File: src/rtl/whack_pkg.sv
// Shared types and constants for the whack-a-mole player side.
package whack_pkg;

    localparam int unsigned NUM_MOLES               = 3;
    localparam int unsigned DEBOUNCE_CYCLES_DEFAULT = 500000;
    localparam int unsigned SCORE_W_DEFAULT         = 8;
    localparam logic [SCORE_W_DEFAULT-1:0] SCORE_MAX = '1;

    typedef enum logic [1:0] {
        StIdle,
        StArmed,
        StWaitClear,
        StWaitRelease
    } judge_state_e;

endpackage

File: src/rtl/hit_judge_if.sv
// Player-side bundle between the board I/O, the mole display and the judge.
interface hit_judge_if import whack_pkg::*; #(
    parameter int unsigned SCORE_W = SCORE_W_DEFAULT
) ();

    logic                 game;
    logic [NUM_MOLES-1:0] button;
    logic [NUM_MOLES-1:0] mole;
    logic                 turnoff;
    logic                 hit;
    logic                 miss;
    logic [SCORE_W-1:0]   score;

    modport master (
        output game, button, mole,
        input  turnoff, hit, miss, score
    );

    modport slave (
        input  game, button, mole,
        output turnoff, hit, miss, score
    );

endinterface

File: src/rtl/button_debouncer.sv
// One button: 2-flop synchronizer, stability counter and registered rising-edge event.
module button_debouncer #(
    parameter int unsigned DEBOUNCE_CYCLES = 500000
) (
    input  logic clock,
    input  logic reset,
    input  logic button,
    output logic level,
    output logic press
);

    localparam int unsigned CNT_W = (DEBOUNCE_CYCLES > 1) ? $clog2(DEBOUNCE_CYCLES) : 1;
    localparam logic [CNT_W-1:0] CNT_LAST = CNT_W'(DEBOUNCE_CYCLES - 1);

    logic [1:0]       sync_q;
    logic             synced;
    logic [CNT_W-1:0] cnt_q, cnt_d;
    logic             level_q, level_d;
    logic             level_prev_q;
    logic             press_q;
    logic [1:0]       fill_q;
    logic             primed_q;

    assign synced = sync_q[1];

    // Bring the asynchronous button into the clock domain.
    always_ff @(posedge clock) begin
        if (reset) sync_q <= '0;
        else       sync_q <= {sync_q[0], button};
    end

    // Count consecutive cycles the synced value differs from the accepted level.
    always_comb begin
        cnt_d   = cnt_q;
        level_d = level_q;
        if (synced == level_q) begin
            cnt_d = '0;
        end else if (cnt_q == CNT_LAST) begin
            level_d = synced;
            cnt_d   = '0;
        end else begin
            cnt_d = cnt_q + CNT_W'(1);
        end
    end

    // Debounce state registers.
    always_ff @(posedge clock) begin
        if (reset) begin
            cnt_q        <= '0;
            level_q      <= 1'b0;
            level_prev_q <= 1'b0;
        end else begin
            cnt_q        <= cnt_d;
            level_q      <= level_d;
            level_prev_q <= level_q;
        end
    end

    // A button held through reset must be seen released before it may fire again:
    // wait for the synchronizer to refill, then require a low synced level.
    always_ff @(posedge clock) begin
        if (reset) begin
            fill_q   <= '0;
            primed_q <= 1'b0;
        end else begin
            if (fill_q != 2'd2) fill_q <= fill_q + 2'd1;
            if (fill_q == 2'd2 && !synced) primed_q <= 1'b1;
        end
    end

    // Registered one-cycle press event on a 0->1 debounced transition.
    always_ff @(posedge clock) begin
        if (reset) press_q <= 1'b0;
        else       press_q <= level_q & ~level_prev_q & primed_q;
    end

    assign level = level_q;
    assign press = press_q;

endmodule

File: src/rtl/hit_judge.sv
// Debounces the mole buttons, judges presses against the lit mole and keeps the score.
module hit_judge import whack_pkg::*; #(
    parameter int unsigned DEBOUNCE_CYCLES = DEBOUNCE_CYCLES_DEFAULT,
    parameter int unsigned SCORE_W         = SCORE_W_DEFAULT
) (
    input  logic        clock,
    input  logic        reset,
    hit_judge_if.slave  bus
);

    localparam logic [SCORE_W-1:0] SCORE_TOP = {SCORE_W{1'b1}};

    logic [NUM_MOLES-1:0] level;
    logic [NUM_MOLES-1:0] press;

    judge_state_e       state_q, state_d;
    logic [SCORE_W-1:0] score_q, score_d;
    logic               turnoff_q, turnoff_d;
    logic               hit_q, hit_d;
    logic               miss_q, miss_d;

    logic any_press;
    logic mole_lit;
    logic is_hit;

    for (genvar i = 0; i < NUM_MOLES; i++) begin : g_btn
        button_debouncer #(
            .DEBOUNCE_CYCLES(DEBOUNCE_CYCLES)
        ) u_debouncer (
            .clock (clock),
            .reset (reset),
            .button(bus.button[i]),
            .level (level[i]),
            .press (press[i])
        );
    end

    assign any_press = |press;
    assign mole_lit  = |bus.mole;
    assign is_hit    = |(press & bus.mole);

    // Next state, score update and pulse generation.
    always_comb begin
        state_d   = state_q;
        score_d   = score_q;
        turnoff_d = 1'b0;
        hit_d     = 1'b0;
        miss_d    = 1'b0;
        if (!bus.game) begin
            state_d = StIdle;
            score_d = '0;
        end else begin
            case (state_q)
                StIdle: begin
                    score_d = '0;
                    state_d = StArmed;
                end
                StArmed: begin
                    // Presses with no mole lit are ignored entirely.
                    if (any_press && mole_lit) begin
                        if (is_hit) begin
                            turnoff_d = 1'b1;
                            hit_d     = 1'b1;
                            if (score_q != SCORE_TOP) score_d = score_q + SCORE_W'(1);
                            state_d = StWaitClear;
                        end else begin
                            miss_d = 1'b1;
                            if (score_q != '0) score_d = score_q - SCORE_W'(1);
                            state_d = StWaitRelease;
                        end
                    end
                end
                StWaitClear: begin
                    if (!mole_lit) state_d = StWaitRelease;
                end
                StWaitRelease: begin
                    if (level == '0) state_d = StArmed;
                end
                default: state_d = StIdle;
            endcase
        end
    end

    // FSM state register.
    always_ff @(posedge clock) begin
        if (reset) state_q <= StIdle;
        else       state_q <= state_d;
    end

    // Registered score and result pulses.
    always_ff @(posedge clock) begin
        if (reset) begin
            score_q   <= '0;
            turnoff_q <= 1'b0;
            hit_q     <= 1'b0;
            miss_q    <= 1'b0;
        end else begin
            score_q   <= score_d;
            turnoff_q <= turnoff_d;
            hit_q     <= hit_d;
            miss_q    <= miss_d;
        end
    end

    assign bus.turnoff = turnoff_q;
    assign bus.hit     = hit_q;
    assign bus.miss    = miss_q;
    assign bus.score   = score_q;

endmodule

File: src/flat_wrapper.sv
// flat-port wrapper written by rule: the top's interface ports become plain ports
module hit_judge_flat import whack_pkg::*;
#(
    parameter int unsigned DEBOUNCE_CYCLES = DEBOUNCE_CYCLES_DEFAULT,
    parameter int unsigned SCORE_W         = SCORE_W_DEFAULT
)
  (clock, reset, bus_game, bus_button, bus_mole, bus_turnoff, bus_hit, bus_miss, bus_score);
  hit_judge_if #(.SCORE_W(SCORE_W)) bus_i ();
  input  logic clock;
  input  logic reset;
  input wire logic [$bits(bus_i.game)-1:0] bus_game;
  input wire logic [$bits(bus_i.button)-1:0] bus_button;
  input wire logic [$bits(bus_i.mole)-1:0] bus_mole;
  output wire logic [$bits(bus_i.turnoff)-1:0] bus_turnoff;
  output wire logic [$bits(bus_i.hit)-1:0] bus_hit;
  output wire logic [$bits(bus_i.miss)-1:0] bus_miss;
  output wire logic [$bits(bus_i.score)-1:0] bus_score;
  assign bus_i.game = bus_game;
  assign bus_i.button = bus_button;
  assign bus_i.mole = bus_mole;
  assign bus_turnoff = bus_i.turnoff;
  assign bus_hit = bus_i.hit;
  assign bus_miss = bus_i.miss;
  assign bus_score = bus_i.score;
  hit_judge #(.DEBOUNCE_CYCLES(DEBOUNCE_CYCLES), .SCORE_W(SCORE_W)) u_core (.clock(clock), .reset(reset), .bus(bus_i));
endmodule
File: config.mk
export PLATFORM = sky130hd
export DESIGN_NAME = hit_judge_flat
export DESIGN_NICKNAME = d
export VERILOG_FILES = /design/src/rtl/whack_pkg.sv /design/src/rtl/hit_judge_if.sv /design/src/rtl/button_debouncer.sv /design/src/rtl/hit_judge.sv /design/src/flat_wrapper.sv
export SDC_FILE = /design/constraint.sdc
export NUM_CORES = 1
export LEC_CHECK = 0
export ABC_AREA = 1
export CELL_PAD_IN_SITES_DETAIL_PLACEMENT = 1
export CELL_PAD_IN_SITES_GLOBAL_PLACEMENT = 2
export CORE_ASPECT_RATIO = 0.9
export CORE_MARGIN = 3
export CORE_UTILIZATION = 32
export CTS_CLUSTER_DIAMETER = 30
export DETAILED_ROUTE_END_ITERATION = 10
export PLACE_DENSITY_LB_ADDON = 0.1
export REMOVE_ABC_BUFFERS = 1
export SYNTH_ARGS = -nofsm -noshare
export SYNTH_HDL_FRONTEND = slang
export SYNTH_SLANG_ARGS = --single-unit
File: constraint.sdc
create_clock -name clock -period 1.61 [get_ports clock]
set_input_delay 0.2415 -clock clock [delete_from_list [all_inputs] [get_ports clock]]
set_output_delay 0.2415 -clock clock [all_outputs]
set_load 0.01 [all_outputs]
==> results of run 1 <==
-- report_power, final --
| part | leakage, µW | switching, µW | internal, µW |
|---|---|---|---|
| combinational | 0.00183 | 292 | 260 |
| clock | 0.000138 | 907 | 1120 |
| sequential | 0.000763 | 64.0 | 2400 |
-- sequential cells by signal, summed over array words and instances (netlist names) --
| register | cells |
|---|---|
| u_core.bus.miss | 1 |
| u_core.bus.score | 8 |
| u_core.bus.turnoff | 1 |
| u_core.g_btn.u_debouncer.cnt_q | 57 |
| u_core.g_btn.u_debouncer.fill_q | 6 |
| u_core.g_btn.u_debouncer.level | 3 |
| u_core.g_btn.u_debouncer.level_prev_q | 3 |
| u_core.g_btn.u_debouncer.press | 3 |
| u_core.g_btn.u_debouncer.primed_q | 3 |
| u_core.g_btn.u_debouncer.sync_q | 6 |
| u_core.state_q | 2 |
-- path summary, 6_finish.rpt --
path	start	to	slack (ns)	cells past startpoint
worst max-delay path	u_core.g_btn[2].u_debouncer.press	u_core.bus.score[6]	0.009	11
worst min-delay path	u_core.g_btn[1].u_debouncer.level_prev_q	u_core.g_btn[1].u_debouncer.press	0.39	1
worst max register to register	u_core.g_btn[2].u_debouncer.press	u_core.bus.score[6]	0.009	11
worst min register to register	u_core.g_btn[1].u_debouncer.level_prev_q	u_core.g_btn[1].u_debouncer.press	0.39	1
-- area by class of cell --
cell class                 instances  area, µm²
timing repair buffer             106        928
multi-input combinational        402       2700
inverter                          97        382
clock buffer                      12        256
sequential                        93       1890
clock inverter                     4       22.5
fill                            1622       7150
tap                              189        236
-- per-stage QoR --
stage / util / instances / instance area (µm²) / TNS, ns / setup slack, ns
after floorplan: - / 592 / 4460 / -0.000582 / -0.000582
after global placement: 0.391 / 854 / 5310 / -3.87 / -0.494
after detailed placement: 0.391 / 854 / 5310 / -5.21 / -0.547
after CTS: 0.437 / 889 / 5930 / -0.770 / -0.0647
after global routing: 0.473 / 903 / 6410 / -1.29 / -0.0971
final: 0.473 / 903 / 6410 / 0 / 0.00925
-- layer usage --
metal	wire, µm	vias to the layer above
li1	-	2156
met1	5670	1970
met2	5530	27
met3	328	9
met4	115	0
met5	0	-
-- Yosys cell counts, drive strengths merged --
cell / instances / area share
o21bai: 4 / 0.0075
o21a: 10 / 0.017
a21oi: 37 / 0.041
nor2: 95 / 0.093
ha: 14 / 0.039
nand3: 38 / 0.048
nor3b: 11 / 0.022
o211a: 1 / 0.0022
nor4: 5 / 0.0069
or2: 1 / 0.0014
a31oi: 2 / 0.0028
a22oi: 1 / 0.0017
nand2: 105 / 0.096
clkbuf: 1 / 0.00083
nor3: 24 / 0.034
nand4: 15 / 0.022
nand3b: 2 / 0.0033
xor2: 13 / 0.025
o31ai: 2 / 0.0044
a221oi: 1 / 0.0019
o21ai: 13 / 0.014
xnor2: 4 / 0.0078
clkinv: 3 / 0.0025
dfxtp: 93 / 0.41
buf: 5 / 0.0081
inv: 94 / 0.078
a211oi: 4 / 0.0067
-- repair_timing --
action / 4_1_cts / 5_1_grt
gates cloned: 1 / 0
endpoints found under the setup margin: 34 / 53
gates resized for setup: 55 / 96
buffers inserted: 18 / 18
pin swaps: 13 / 53
-- cells by family after synthesis --
kind of cell / count (synthesis) / share of synthesized area
simple gates: 296 / 0.325
buf+inv: 103 / 0.0897
flops: 93 / 0.413
compound gates: 75 / 0.0995
xor+xnor: 17 / 0.0331
fa+ha+maj: 14 / 0.0389
==> flow_summary.ini, run 1 <==
[floorplanning]
dieArea_um2 = 15500
num_io_pins = 20
die_y_um = 119
placementRows = 40
die_w_um = 131
core_area_um2 = 13600
start_util = 0.332

[clock_tree]
hold_buffers = 0
ctsLongestPathBuffers = 2
tritoncts = built
h-tree-depth = 3
cts_sinks = 93
root_buffer = clkbuf_16
cts_buffers = 9
insertion_delay_ns = 0.34
clk_pin_slew_ns = 0.06

[routing]
post_drt_wl_per_cell_um = 12.9
postRouteAntennaNets = 0
routed_via_density = 4.61
vias = 4162
totalWireLength_mm = 11.6
first_iter_violations = 91
dr.pass1.iters = 4
drc = 0

[critical_path]
worst-setup-path-type = register to register
cp_top_family = simple AND/OR/NAND/NOR gates
cp_cell_sequence = nand2_4 -> nand2_4 -> nor2_4 -> ha_4 -> inv_4 -> o21bai_1 -> a21oi_2 -> nand2_1 -> nand2_1 -> nand3_2 -> a21oi_2
cp_num_buf_inv = 1
cp_slowest_cell = dfxtp_2
worst_ep_required_time_ns = 1.89
cp.arrival_ns = 1.88
slowest_delay_ns = 0.34
worst_setup_path_end_kind = register
startpoint_type = register
crit_path_max_fanout = 4

[global_route]
grtUsageMet1 = 0.203
grt_pass1_wl_mm = 19.5
grt_pass1_vias = 4244
use_met3 = 0.0474
grt_start_max_net_pins = 17
grt_use_total = 0.155
antenna_found_initial = 0
met2_usage = 0.249
grt-busiest-layer = met2
overflow = 0

[final_layout]
area_delta_synth_final_pct = 42.4
mostFrequentLayoutCells = 83 x inv_1, 78 x nor2_1, 74 x nand2_1, 74 x buf_4, 73 x dfxtp_1
final_common_cell = inv_1
drive_gt1_frac = 0.331
nets = 732
n_antenna_cell = 0

[logic_synthesis]
synth.yosys.seq_area_share = 0.413
ys_seq_elements = 93
syn_inst = 598
ys_types = 41
syn_area_per_cell_um2 = 7.53
synth_area_um2 = 4500
yosysWarnings = 0

[sta]
period_needed_ns = 1.60
rsz0062_at_grt = yes
finalCritPeriodShare = 0.994
hold_viol_final = 0
max-slew-margin-rel = 0.796
skew_ns = 0.00436
fmax_ghz = 0.625
setup_violations = 0
drv_slew = 0
timing.hold.ws_ns = 0.388
tightest_slew_ns = 0.303

[placement]
portBuffers = 19
place.gp.congestion = 0.763
dpl.hpwl_mm = 8.15

[power]
ir_drop_v = 0.000518
power_uw = 5050
power_leakage_uw = 0.00273
power.density_nw_per_um2 = 787

[run]
drv_cap = 0

[worst_hold_path]
min_path_type = register to register

[outcome]
run_status = finished clean
No activity file was read; power rests on OpenSTA's default activity.
==> run 2: changes to the inputs <==
Settings changed: SKIP_LAST_GASP from default to 1, SLEW_MARGIN from default to 25.
==> run 2 against run 1 <==
Net effect: sequential power hardly changed; routed wire length decreased by 0.41%; via count is 0.26% lower; maximum frequency fell by 0.44%; count of clock-buffer cells in the layout unchanged; clock skew about the same; setup slack worse by 0.0071 ns; critical path type unchanged; critical endpoint is now u_core.bus.score[5]; largest cell class unchanged; largest power group unchanged; highest routed layer unchanged.
==> flow_summary.ini, run 2 (synthesized netlist as in run 1, its figures left out) <==
[critical_path]
startpoint_type = register
worst_setup_path_end_kind = register
worst_ep_required_time_ns = 1.89
worst-setup-path-type = register to register
slowest_delay_ns = 0.36
cp_cell_sequence = nand2_4 -> nand2_2 -> nor2_2 -> buf_6 -> ha_4 -> inv_4 -> buf_4 -> buf_4 -> xor2_2 -> nand2_1 -> a21oi_1
cp.arrival_ns = 1.89
cp_slowest_cell = dfxtp_2
cp_top_family = buffers and inverters
cp_num_buf_inv = 4
crit_path_max_fanout = 4
cpMostUsedCell = buf_4

[routing]
drc = 0
first_iter_violations = 114
dr.pass1.iters = 4
post_drt_wl_per_cell_um = 12.9
vias = 4151
postRouteAntennaNets = 0
totalWireLength_mm = 11.6
routed_via_density = 4.61

[final_layout]
n_antenna_cell = 0
multiInputGateArea_um2 = 2630
drive_gt1_frac = 0.315
nets = 730
nFillCells = 1633
final_common_cell = inv_1
regArea_um2 = 1890
top_register = u_core.g_btn.u_debouncer.cnt_q
area_delta_synth_final_pct = 40.1
mostFrequentLayoutCells = 81 x inv_1, 77 x nor2_1, 77 x nand2_1, 76 x dfxtp_1, 75 x buf_4
finalNonFillerCells = 901
final_core_util = 0.465
largest_reg_flops = 57

[sta]
drv_slew = 0
setup_violations = 0
hold_viol_final = 0
max-slew-margin-rel = 0.759
finalCritPeriodShare = 0.999
skew_ns = 0.00429
tightest_slew_ns = 0.359
period_needed_ns = 1.61
fmax_ghz = 0.622
rsz0062_at_grt = yes

[clock_tree]
tritoncts = built
hold_buffers = 0
h-tree-depth = 3
cts_sinks = 93
clk_pin_slew_ns = 0.06
ctsLongestPathBuffers = 2
root_buffer = clkbuf_16
insertion_delay_ns = 0.35
cts_buffers = 9

[power]
power.density_nw_per_um2 = 793
power_leakage_uw = 0.00266
ir_drop_v = 0.000521

[run]
drv_cap = 0

[global_route]
grt_pass1_vias = 4244
grt_start_max_net_pins = 17
grt_pass1_wl_mm = 19.5
antenna_found_initial = 0
overflow = 0
grt_use_total = 0.155

[floorplanning]
start_util = 0.332
die_w_um = 131
placementRows = 40
dieArea_um2 = 15500
die_y_um = 119
num_io_pins = 20
core_area_um2 = 13600

[placement]
dpl.hpwl_mm = 8.15
portBuffers = 19
place.gp.congestion = 0.763
placed_cells = 854

[outcome]
run_status = finished clean

[worst_hold_path]
min_path_type = register to register
-- run 2: per-stage QoR --
step	area, µm²	power, µW	setup WS, ns	hold slack [ns]	TNS, ns
floorplan	4460	2790	-0.000582	0.311	-0.000582
global placement	5310	2950	-0.494	0.384	-3.87
detailed placement	5310	2980	-0.547	0.391	-5.21
CTS	5910	5090	-0.0665	0.389	-0.846
global route	6310	5290	-0.104	0.414	-1.94
finish	6310	5010	0.00219	0.388	0
-- run 2: layout make-up --
| type | count | area share |
|---|---|---|
| multi-input cells | 402 | 0.417 |
| flip-flops and latches | 93 | 0.299 |
| repair buffers | 104 | 0.143 |
| inverters | 97 | 0.0597 |
| clock buffers | 12 | 0.0407 |
| well taps | 189 | 0.0375 |
| clock inverters | 4 | 0.00357 |
-- run 2: layer usage --
layer	track usage	vias up	wire, µm
met1	0.204	1973	5660
met2	0.248	26	5500
met3	0.0474	8	321
met4	0.0347	0	114
met5	0	-	0
li1	-	2144	-
-- run 2: worst paths after layout --
kind | endpoint | start | slack, ns | depth (start not counted)
setup / recovery | u_core.bus.score[5] | u_core.g_btn[2].u_debouncer.press | 0.002 | 11
hold / removal | u_core.g_btn[1].u_debouncer.press | u_core.g_btn[1].u_debouncer.level_prev_q | 0.39 | 1
setup reg to reg | u_core.bus.score[5] | u_core.g_btn[2].u_debouncer.press | 0.002 | 11
hold reg to reg | u_core.g_btn[1].u_debouncer.press | u_core.g_btn[1].u_debouncer.level_prev_q | 0.39 | 1
-- run 2: power by group --
| group | switching, µW | total [µW] | internal [µW] |
|---|---|---|---|
| clock | 907 | 2030 | 1120 |
| sequential | 63.8 | 2460 | 2400 |
| combinational | 280 | 512 | 232 |
| total | 1250 | 5010 | 3750 |
-- run 2: worst register-to-register path, delay by kind of cell (launching register included) --
| family | cells | cell delay, ns |
|---|---|---|
| AND/OR/NAND/NOR | 4 | 0.24 |
| buffers and inverters | 4 | 0.41 |
| adder cells (fa/ha/maj) | 1 | 0.28 |
| XOR/XNOR | 1 | 0.14 |
| flip-flops | 1 | 0.36 |
| AO/OA/AOI/OAI | 1 | 0.11 |
-- run 2: timing repair --
item,4_1_cts,5_1_grt
buffers inserted,18,14
gates resized for setup,51,77
pin swaps,13,43
cloned,1,0
setup endpoints to repair,34,55
==> run 3: changes to the inputs <==
Settings changed: ABC_AREA 1 to default, CORE_UTILIZATION 32 to 33.
==> run 3 against run 2 <==
Net effect: non-clock buffer count up 22; setup slack lost 0.71 ns; clock skew rose by 0.0016 ns; die area down 11%; routed wire length decreased by 5.4%; largest cell class unchanged; register-to-register slack lost 0.71 ns; clock power rose by 11%; the run now ends with negative setup slack left; design area fell by 2.8%; highest routed layer unchanged; maximum frequency is 31% lower; count of clock-buffer cells in the layout shrank 3; sequential share of layout area up 0.96 points; largest power group unchanged.
==> flow_summary.ini, run 3 <==
[critical_path]
slowest_delay_ns = 0.33
cp_slowest_cell = dfxtp_2
cpMostUsedCell = xor2_1
crit_path_max_fanout = 4
worst_ep_required_time_ns = 1.85
cp.arrival_ns = 2.56
rr_worst_depth = 10
reg2reg_slack_ns = -0.71
cp_cell_sequence = a222oi_1 -> buf_4 -> xor2_1 -> ha_2 -> o31a_1 -> o21ai_2 -> a21bo_1 -> a21oi_1 -> xor2_1 -> o41ai_2
worst-setup-path-type = register to register
cp_top_family = compound AO/OA/AOI/OAI gates
worst_setup_path_end_kind = register
startpoint_type = register
cp_num_buf_inv = 1
crit_cells = 10

[logic_synthesis]
synthXorXnorAreaFrac = 0.130
synth.yosys.seq_area_share = 0.451
synth_area_um2 = 4120
synth_top_family_by_area = simple AND/OR/NAND/NOR gates
synthMuxAreaShare = 0.00971
ys_seq_elements = 93
synth_enable_flop_cells = 0
ys_types = 45
synth_fa_ha_area_frac = 0.0425
synth-main-ff-cell = dfxtp_1
syn_inst = 473
synthArstFlopShare = 0
synth_commonest_cells = 96 x nor2_1, 93 x dfxtp_1, 40 x xor2_1
synthSimpleGateAreaFrac = 0.272
syn_area_per_cell_um2 = 8.72
synth_most_common_cell = nor2_1
yosysTopAreaCell = dfxtp_1
netlist.area_leader.share = 0.451
synth_compound_area_frac = 0.0619
synth_area_leaders = dfxtp_1 45%, nor2_1 8.7%, xor2_1 8.5%
yosysWarnings = 0

[global_route]
grt_use_total = 0.158
grt_pass1_wl_mm = 17.9
grt_pass1_vias = 3789
grt_start_max_net_pins = 20
antenna_found_initial = 0
overflow = 0

[final_layout]
mostFrequentLayoutCells = 98 x buf_4, 78 x nor2_1, 73 x dfxtp_1, 38 x xor2_1, 22 x nand2_1
design_area_um2 = 6130
nFillCells = 1381
top_register = u_core.g_btn.u_debouncer.cnt_q
nets = 619
drive_gt1_frac = 0.350
n_antenna_cell = 0
final_common_cell = buf_4
finalNonFillerCells = 760
largest_reg_flops = 57
area_delta_synth_final_pct = 48.8

[floorplanning]
die_w_um = 124
start_util = 0.340
placementRows = 38
num_io_pins = 20
core_area_um2 = 12100
dieArea_um2 = 13900
die_y_um = 112

[routing]
vias = 3655
dr.pass1.iters = 4
totalWireLength_mm = 11.0
postRouteAntennaNets = 0
post_drt_wl_per_cell_um = 14.4
drc = 0
routed_via_density = 4.81
first_iter_violations = 151

[outcome]
violations = negative setup slack
run_status = complete, but fails checks

[worst_hold_path]
hold_path_depth = 1
min_path_type = register to register

[clock_tree]
cts_sinks = 93
ctsLongestPathBuffers = 2
h-tree-depth = 3
clk_pin_slew_ns = 0.07
hold_buffers = 0
root_buffer = clkbuf_16
tritoncts = built
insertion_delay_ns = 0.34
cts_buffers = 9

[power]
power.density_nw_per_um2 = 889
ir_drop_v = 0.000539
power_leakage_uw = 0.00252
power_uw = 5460

[sta]
finalCritPeriodShare = 1.44
hold_viol_final = 0
timing.final.ws_setup_ns = -0.712
drv_slew = 0
rsz0062_at_grt = yes
max-slew-margin-rel = 0.744
period_needed_ns = 2.32
timing.hold.ws_ns = 0.452
fmax_ghz = 0.431
skew_ns = 0.00587
setup_violations = 8
tightest_slew_ns = 0.385

[placement]
dpl.hpwl_mm = 7.28
place.gp.congestion = 0.821
place_area_um2 = 5200
placed_cells = 733
portBuffers = 19
pre_cts_slack_ns = -1.27

[run]
drv_cap = 0
## run 3: cell count changes after synthesis, moves of 9 or more
cell	delta
nor2b_1	+11
xnor2_1	+17
o21a_1	-10
a21oi_1	-21
nand2_1	-64
xor2_1	+27
nand3_1	-12
nor2_1	+13
nand2_2	-15
nor3_1	-9
inv_1	-71
## run 3: routing by layer
metal / up-vias / wire (µm) / track usage
met5: - / 0 / 0
met4: 0 / 87 / 0.0288
met3: 11 / 280 / 0.0398
met2: 40 / 5510 / 0.273
met1: 1771 / 5080 / 0.201
li1: 1833 / - / -
## run 3: worst paths after layout
check / from / end
setup / recovery: u_core.g_btn[0].u_debouncer.press / u_core.bus.score[6]
hold / removal: u_core.g_btn[1].u_debouncer.sync_q[0] / u_core.g_btn[1].u_debouncer.sync_q[1]
setup reg to reg: u_core.g_btn[0].u_debouncer.press / u_core.bus.score[6]
hold reg to reg: u_core.g_btn[1].u_debouncer.sync_q[0] / u_core.g_btn[1].u_debouncer.sync_q[1]
## run 3: worst register-to-register path, delay by kind of cell (launching register included)
family | cells | cell delay [ns]
fa+ha+maj | 1 | 0.20
flops | 1 | 0.33
buf+inv | 1 | 0.21
xor+xnor | 2 | 0.19
compound gates | 6 | 1.30
## run 3: what timing repair did
action                                  4_1_cts  5_1_grt
buffers inserted                              5        3
pin swaps                                    11       36
gates cloned                                  0        4
endpoints found under the setup margin       73       73
gates resized for setup                      35       95
## run 3: area by class of cell
cell class	count	area [µm²]	area share
clock buffer	9	225	0.0367
multi-input combinational	346	2580	0.421
timing repair buffer	126	1070	0.175
clock inverter	6	87.6	0.0143
inverter	20	75.1	0.0122
sequential	93	1890	0.308
tap	160	200	0.0326
## run 3: where the power goes
group | internal [µW] | total (µW) | leakage (µW) | switching (µW)
clock network | 1360 | 2260 | 0.000156 | 906
logic | 356 | 708 | 0.00160 | 351
registers | 2420 | 2490 | 0.000763 | 70.1
## run 3: logic make-up after synthesis
family	count (synthesis)
muxes	4
DFF	93
buffers and inverters	35
and+or+nand+nor	227
AOI/OAI and AO/OA	39
adders and majority gates	14
xor gates and xnor gates	61
## run 3: through the flow
step	TNS, ns	utilization
after floorplan	-13.63	-
after global placement	-10.72	0.429
after detailed placement	-12.10	0.429
after CTS	-5.38	0.466
after global routing	-7.61	0.506
final	-5.19	0.506
